## config.mk

```make
export PLATFORM = sky130hd
export DESIGN_NAME = secure_sram_rekey
export DESIGN_NICKNAME = d
export VERILOG_FILES = /design/src/rtl/secure_sram_rekey.sv
export SDC_FILE = /design/constraint.sdc
export NUM_CORES = 1
export LEC_CHECK = 0
export BUFFER_PORTS_ARGS = -buffer_cell sky130_fd_sc_hd__buf_2
export CORE_MARGIN = 2
export CORE_UTILIZATION = 55
export CTS_CLUSTER_DIAMETER = 30
export DETAILED_ROUTE_END_ITERATION = 10
export HOLD_SLACK_MARGIN = 0.02
export MAX_ROUTING_LAYER = met4
export PLACE_DENSITY_LB_ADDON = 0.08
export SYNTH_ARGS = -nofsm -noshare
export SYNTH_HDL_FRONTEND = slang
export SYNTH_SLANG_ARGS = --single-unit
```

## constraint.sdc

```tcl
create_clock -name clk -period 16.63 [get_ports clk]
set_input_delay 3.326 -clock clk [delete_from_list [all_inputs] [get_ports clk]]
set_output_delay 3.326 -clock clk [all_outputs]
set_load 0.02 [all_outputs]
```

## src/rtl/secure_sram_rekey.sv

```systemverilog
// Secure SRAM with on-chip key pair and crypto-erase scrub on dcr.
// Host reads have a fixed two-edge latency; rekey count saturates.
module secure_sram_rekey #(
    parameter int ADDR_WIDTH   = 4,
    parameter int DATA_WIDTH   = 52,
    parameter int TRNG_A_WIDTH = 64,
    parameter int TRNG_D_WIDTH = 32,
    parameter int CNT_WIDTH    = 8
) (
    input  logic                    clk,
    input  logic                    rst,
    input  logic                    dcr,
    input  logic [TRNG_A_WIDTH-1:0] trng_a_in,
    input  logic [TRNG_D_WIDTH-1:0] trng_d_in,
    input  logic                    req_valid,
    output logic                    req_ready,
    input  logic                    req_we,
    input  logic [ADDR_WIDTH-1:0]   req_addr,
    input  logic [DATA_WIDTH-1:0]   req_wdata,
    output logic                    rsp_valid,
    output logic [DATA_WIDTH-1:0]   rsp_rdata,
    output logic                    busy,
    output logic [CNT_WIDTH-1:0]    rekey_cnt
);

    localparam int DEPTH = 2 ** ADDR_WIDTH;

    localparam logic [1:0] ST_LOAD   = 2'd0;
    localparam logic [1:0] ST_SCRUB  = 2'd1;
    localparam logic [1:0] ST_ACTIVE = 2'd2;

    logic [1:0]              state_q, state_d;
    logic [TRNG_A_WIDTH-1:0] key_a_q, key_a_d;
    logic [TRNG_D_WIDTH-1:0] key_d_q, key_d_d;
    logic [ADDR_WIDTH-1:0]   scrub_ptr_q, scrub_ptr_d;
    logic [CNT_WIDTH-1:0]    rekey_cnt_q, rekey_cnt_d;
    logic                    rd_v_q, rd_v_d;
    logic [DATA_WIDTH-1:0]   rd_data_q, rd_data_d;
    logic [DATA_WIDTH-1:0]   rd_kd_q, rd_kd_d;
    logic                    rsp_valid_q, rsp_valid_d;
    logic [DATA_WIDTH-1:0]   rsp_rdata_q, rsp_rdata_d;

    logic [DATA_WIDTH-1:0]   mem_q [DEPTH];
    logic                    mem_we;
    logic [ADDR_WIDTH-1:0]   mem_waddr;
    logic [DATA_WIDTH-1:0]   mem_wdata;

    logic [DATA_WIDTH-1:0]   kd;
    logic [ADDR_WIDTH-1:0]   phys;
    logic                    accept;
    logic [TRNG_A_WIDTH-1:0] unused_key_a;

    // Only the low address bits of key_a steer the map.
    assign unused_key_a = key_a_q;

    for (genvar g = 0; g < DATA_WIDTH; g++) begin : g_kd
        assign kd[g] = key_d_q[g % TRNG_D_WIDTH];
    end

    assign req_ready = (state_q == ST_ACTIVE);
    assign busy      = ~req_ready;
    assign accept    = req_valid && req_ready;
    assign phys      = req_addr ^ key_a_q[ADDR_WIDTH-1:0];

    always_comb begin
        state_d     = state_q;
        key_a_d     = key_a_q;
        key_d_d     = key_d_q;
        scrub_ptr_d = scrub_ptr_q;
        mem_we      = 1'b0;
        mem_waddr   = phys;
        mem_wdata   = req_wdata ^ kd;
        rd_v_d      = accept && !req_we;
        rd_data_d   = rd_data_q;
        rd_kd_d     = rd_kd_q;
        rsp_valid_d = rd_v_q;
        rsp_rdata_d = rsp_rdata_q;
        rekey_cnt_d = rekey_cnt_q;

        // Reads carry their own kd so a later rekey cannot corrupt them.
        if (accept && !req_we) begin
            rd_data_d = mem_q[phys];
            rd_kd_d   = kd;
        end
        if (rd_v_q) begin
            rsp_rdata_d = rd_data_q ^ rd_kd_q;
        end

        case (state_q)
            ST_LOAD: begin
                key_a_d     = trng_a_in;
                key_d_d     = trng_d_in;
                scrub_ptr_d = '0;
                state_d     = ST_SCRUB;
            end
            ST_SCRUB: begin
                mem_we      = 1'b1;
                mem_waddr   = scrub_ptr_q;
                mem_wdata   = kd;
                scrub_ptr_d = scrub_ptr_q + 1'b1;
                if (&scrub_ptr_q) begin
                    state_d = ST_ACTIVE;
                end
            end
            ST_ACTIVE: begin
                mem_we = accept && req_we;
            end
            default: state_d = ST_LOAD;
        endcase

        if (dcr) begin
            state_d = ST_LOAD;
            if (!(&rekey_cnt_q)) begin
                rekey_cnt_d = rekey_cnt_q + 1'b1;
            end
        end
    end

    always_ff @(posedge clk or posedge rst) begin
        if (rst) begin
            state_q     <= ST_LOAD;
            key_a_q     <= '0;
            key_d_q     <= '0;
            scrub_ptr_q <= '0;
            rekey_cnt_q <= '0;
            rd_v_q      <= 1'b0;
            rd_data_q   <= '0;
            rd_kd_q     <= '0;
            rsp_valid_q <= 1'b0;
            rsp_rdata_q <= '0;
        end else begin
            state_q     <= state_d;
            key_a_q     <= key_a_d;
            key_d_q     <= key_d_d;
            scrub_ptr_q <= scrub_ptr_d;
            rekey_cnt_q <= rekey_cnt_d;
            rd_v_q      <= rd_v_d;
            rd_data_q   <= rd_data_d;
            rd_kd_q     <= rd_kd_d;
            rsp_valid_q <= rsp_valid_d;
            rsp_rdata_q <= rsp_rdata_d;
        end
    end

    // Storage is deliberately unreset; the post-reset scrub clears it.
    always_ff @(posedge clk) begin
        if (mem_we) begin
            mem_q[mem_waddr] <= mem_wdata;
        end
    end

    assign rsp_valid = rsp_valid_q;
    assign rsp_rdata = rsp_rdata_q;
    assign rekey_cnt = rekey_cnt_q;

endmodule

```

==> impl_metrics.ini <==
[outcome]
status = complete, no violations

[power]
p_sw_w = 0.00284
leakage_nw = 16.3
p_sw_frac = 0.298
power_w = 0.00952
vdd_drop_max_uv = 172
pwr-share-seq = 0.406
powerDensity_nw_per_um2 = 204
clkPwrFrac = 0.359
internal-power_w = 0.00668
pwr-share-comb = 0.236

[cells_and_area]
syn_to_final_growth_pct = 19.7
nets = 2447
final_cells = 3366
drive_above_1_share = 0.300
multi_input_area_um2 = 9010
n_fill_cell = 4792
seq_area_um2 = 29700
n_antenna_cell = 0

[grt]
grt.overflow.total = 0
grt_pass1_vias = 21000
grt_max_degree = 108
antenna_found_initial = 1
grt_pass1_wl_um = 139000
groute.usage.overall = 0.272

[floorplan]
core-area_um2 = 70100
die_w_um = 270
num_rows = 97
die_y_um = 270
io_pins = 220
die-area_um2 = 73100
start_util = 0.556

[worst_setup_path]
cpMaxStageDelayCell = buf_4
cp-end-kind = flip-flop
cpLargestDelayFamily = buffers and inverters
worst-path-buf-inv = 5
max_stage_delay_ns = 0.83
crit_top_cell = buf_4
start_kind = input pin
crit_type = input pin to flip-flop
cp.required_ns = 17.22
arrival_ns = 7.63
crit_chain = buf_2 > xnor2_4 > buf_4 > buf_4 > buf_12 > buf_4 > mux4_2 > a22oi_1 > nand3_1
crit_path_max_fanout = 88

[synth]
synth_xor_area_frac = 0.0269
syn_nets = 2185
synth-main-ff-cell = edfxtp_1
synth_top_family_by_area = multiplexers
ys_async_sr_fraction = 0.184
synthTopCellsByArea = edfxtp_1 (64%), dfrtp_1 (12%), mux4_2 (12%)
seq_area_frac_synth = 0.761
synth_cell_type_count = 35
synth.most_common_cell = edfxtp_1
netlist_area_um2 = 39000
synth_compound_area_frac = 0.0288
synth_adder_area_share = 0.00192
muxShareOfSynthArea = 0.132
synth_commonest_cells = edfxtp_1 (832), mux4_2 (208), nand2_1 (205)
synth-seq-cells = 1020
synth_top_area_frac = 0.640
netlist_instances = 2022
yosys.area_share.simple = 0.0368
yosysWarnings = 0
synth_area_leader_cell = edfxtp_1
synth-edff-count = 832
avgSynthCellArea_um2 = 19.3

[placed_design]
hpwl_um = 47900
place_congestion = 0.742
numPortBuffers = 159
placedCellCount = 3056

[worst_hold_path]
hold_path.class = flip-flop to flip-flop

[timing]
tns_ns = 0
hold_viol = 0
setup_viol = 0
finClkSkew_ns = 0.0212
fmax_mhz = 142
fin_crit_ns = 7.05
relSlewSlack = 0.130
worst_pin_slew_ns = 1.30
finalCritPeriodShare = 0.424
grt_setup_unrepaired = false
slew_viol_final = 0

[clocking]
clock_path_buffers = 3
clockRootBuffer = clkbuf_16
clock_sinks = 1020
cts_tree = yes
clkTransAtPathRegs_ns = 0.05
post_cts_buffers = 0
clkLatencyLatePin_ns = 0.73
h-tree-depth = 4
cts_resized = 0
cts_buffers = 166
holdBufCountCts = 0

[routing]
vias = 20500
antenna_left = 0
vias_per_cell = 6.08
drt-wirelength-per-cell_um = 28.0
firstDrtPassIters = 5
drtIter0Drc = 2023
wirelength_um = 94300
drc = 0

[run]
cap_violations = 0
-- stage by stage --
stage / setup WS [ns] / instance area, µm² / util / hold slack (ns)
5_1_grt: 9.05 / 46700 / 0.665 / 0.506
3_5_place_dp: 8.65 / 41000 / 0.585 / 0.483
6_report: 9.58 / 46700 / 0.665 / 0.492
4_1_cts: 9.41 / 46700 / 0.665 / 0.493
3_3_place_gp: 8.62 / 41000 / 0.585 / 0.477
2_1_floorplan: 8.19 / 39000 / - / 0.352
-- state kept, by name, indices dropped and copies added (netlist names) --
signal and cells:
rd_v_q 1, state_q 2, rekey_cnt 8, scrub_ptr_q 4
mem_q 832, rsp_valid 1, rd_data_q 52, rsp_rdata 52
rd_kd_q 32, key_a_q 4, key_d_q 32
-- metal layers --
layer / track usage / wire length [µm] / vias up
met4: 0.0759 / 1860 / 0
met3: 0.0470 / 7070 / 149
met5: - / 0 / -
met2: 0.415 / 45200 / 868
met1: 0.386 / 40100 / 10900
li1: - / - / 8576
-- cell families after synthesis --
group | count (synthesis)
AOI/OAI and AO/OA | 168
adders and majority gates | 6
muxes | 249
and+or+nand+nor | 352
DFF | 1020
buffers and inverters | 109
xor gates and xnor gates | 118
-- cell type report --
| type | instances | share of cell area |
|---|---|---|
| Sequential cell | 1020 | 0.636 |
| Multi-Input combinational cell | 893 | 0.193 |
| Clock buffer | 200 | 0.0924 |
| Clock inverter | 110 | 0.0287 |
| Tap cell | 940 | 0.0252 |
| Timing Repair Buffer | 195 | 0.0236 |
| Inverter | 8 | 0.000804 |
-- cells in the final DEF (no fill, tap or decap), types with 14 or more instances in the layout --
master / netlist / final
nand3_1: 59 / 59
clkbuf_1: 57 / 31
clkbuf_16: 0 / 166
clkinv_1: 1 / 21
a21oi_1: 53 / 53
nor2_4: 0 / 16
mux2_2: 37 / 37
inv_6: 0 / 17
buf_2: 20 / 159
edfxtp_1: 832 / 832
bufinv_16: 0 / 22
mux4_2: 208 / 208
buf_4: 16 / 33
a22oi_1: 104 / 104
clkinvlp_4: 0 / 20
nand2_1: 205 / 205
nor2_1: 75 / 59
clkinv_2: 0 / 14
xnor2_1: 108 / 107
dfrtp_1: 188 / 187
-- final timing paths --
check                                               from                        end  slack, ns  cells after the start
min in group asynchronous                            rst    rd_kd_q[48]$_DFFE_PP0P_       2.67                      2
worst min-delay path            rekey_cnt[7]$_DFFE_PP0P_   rekey_cnt[7]$_DFFE_PP0P_       0.49                      1
worst max register to register    key_a_q[0]$_DFFE_PP0P_  rd_data_q[17]$_DFFE_PP0P_      11.83                      8
max in group asynchronous                            rst  rsp_rdata[36]$_DFFE_PP0P_      12.57                      3
worst min register to register  rekey_cnt[7]$_DFFE_PP0P_   rekey_cnt[7]$_DFFE_PP0P_       0.49                      1
worst max-delay path                         req_addr[0]  rd_data_q[17]$_DFFE_PP0P_       9.58                      9
-- power by group through the flow --
stage | sequential [W] | clock, W | combinational [W]
2_1_floorplan | 0.00388 | 0 | 0.00155
3_3_place_gp | 0.00389 | 0 | 0.00219
3_5_place_dp | 0.00391 | 0 | 0.00226
4_1_cts | 0.00386 | 0.00346 | 0.00227
5_1_grt | 0.00389 | 0.00358 | 0.00245
6_report | 0.00386 | 0.00341 | 0.00224
Power figures use the tool's default switching activity.
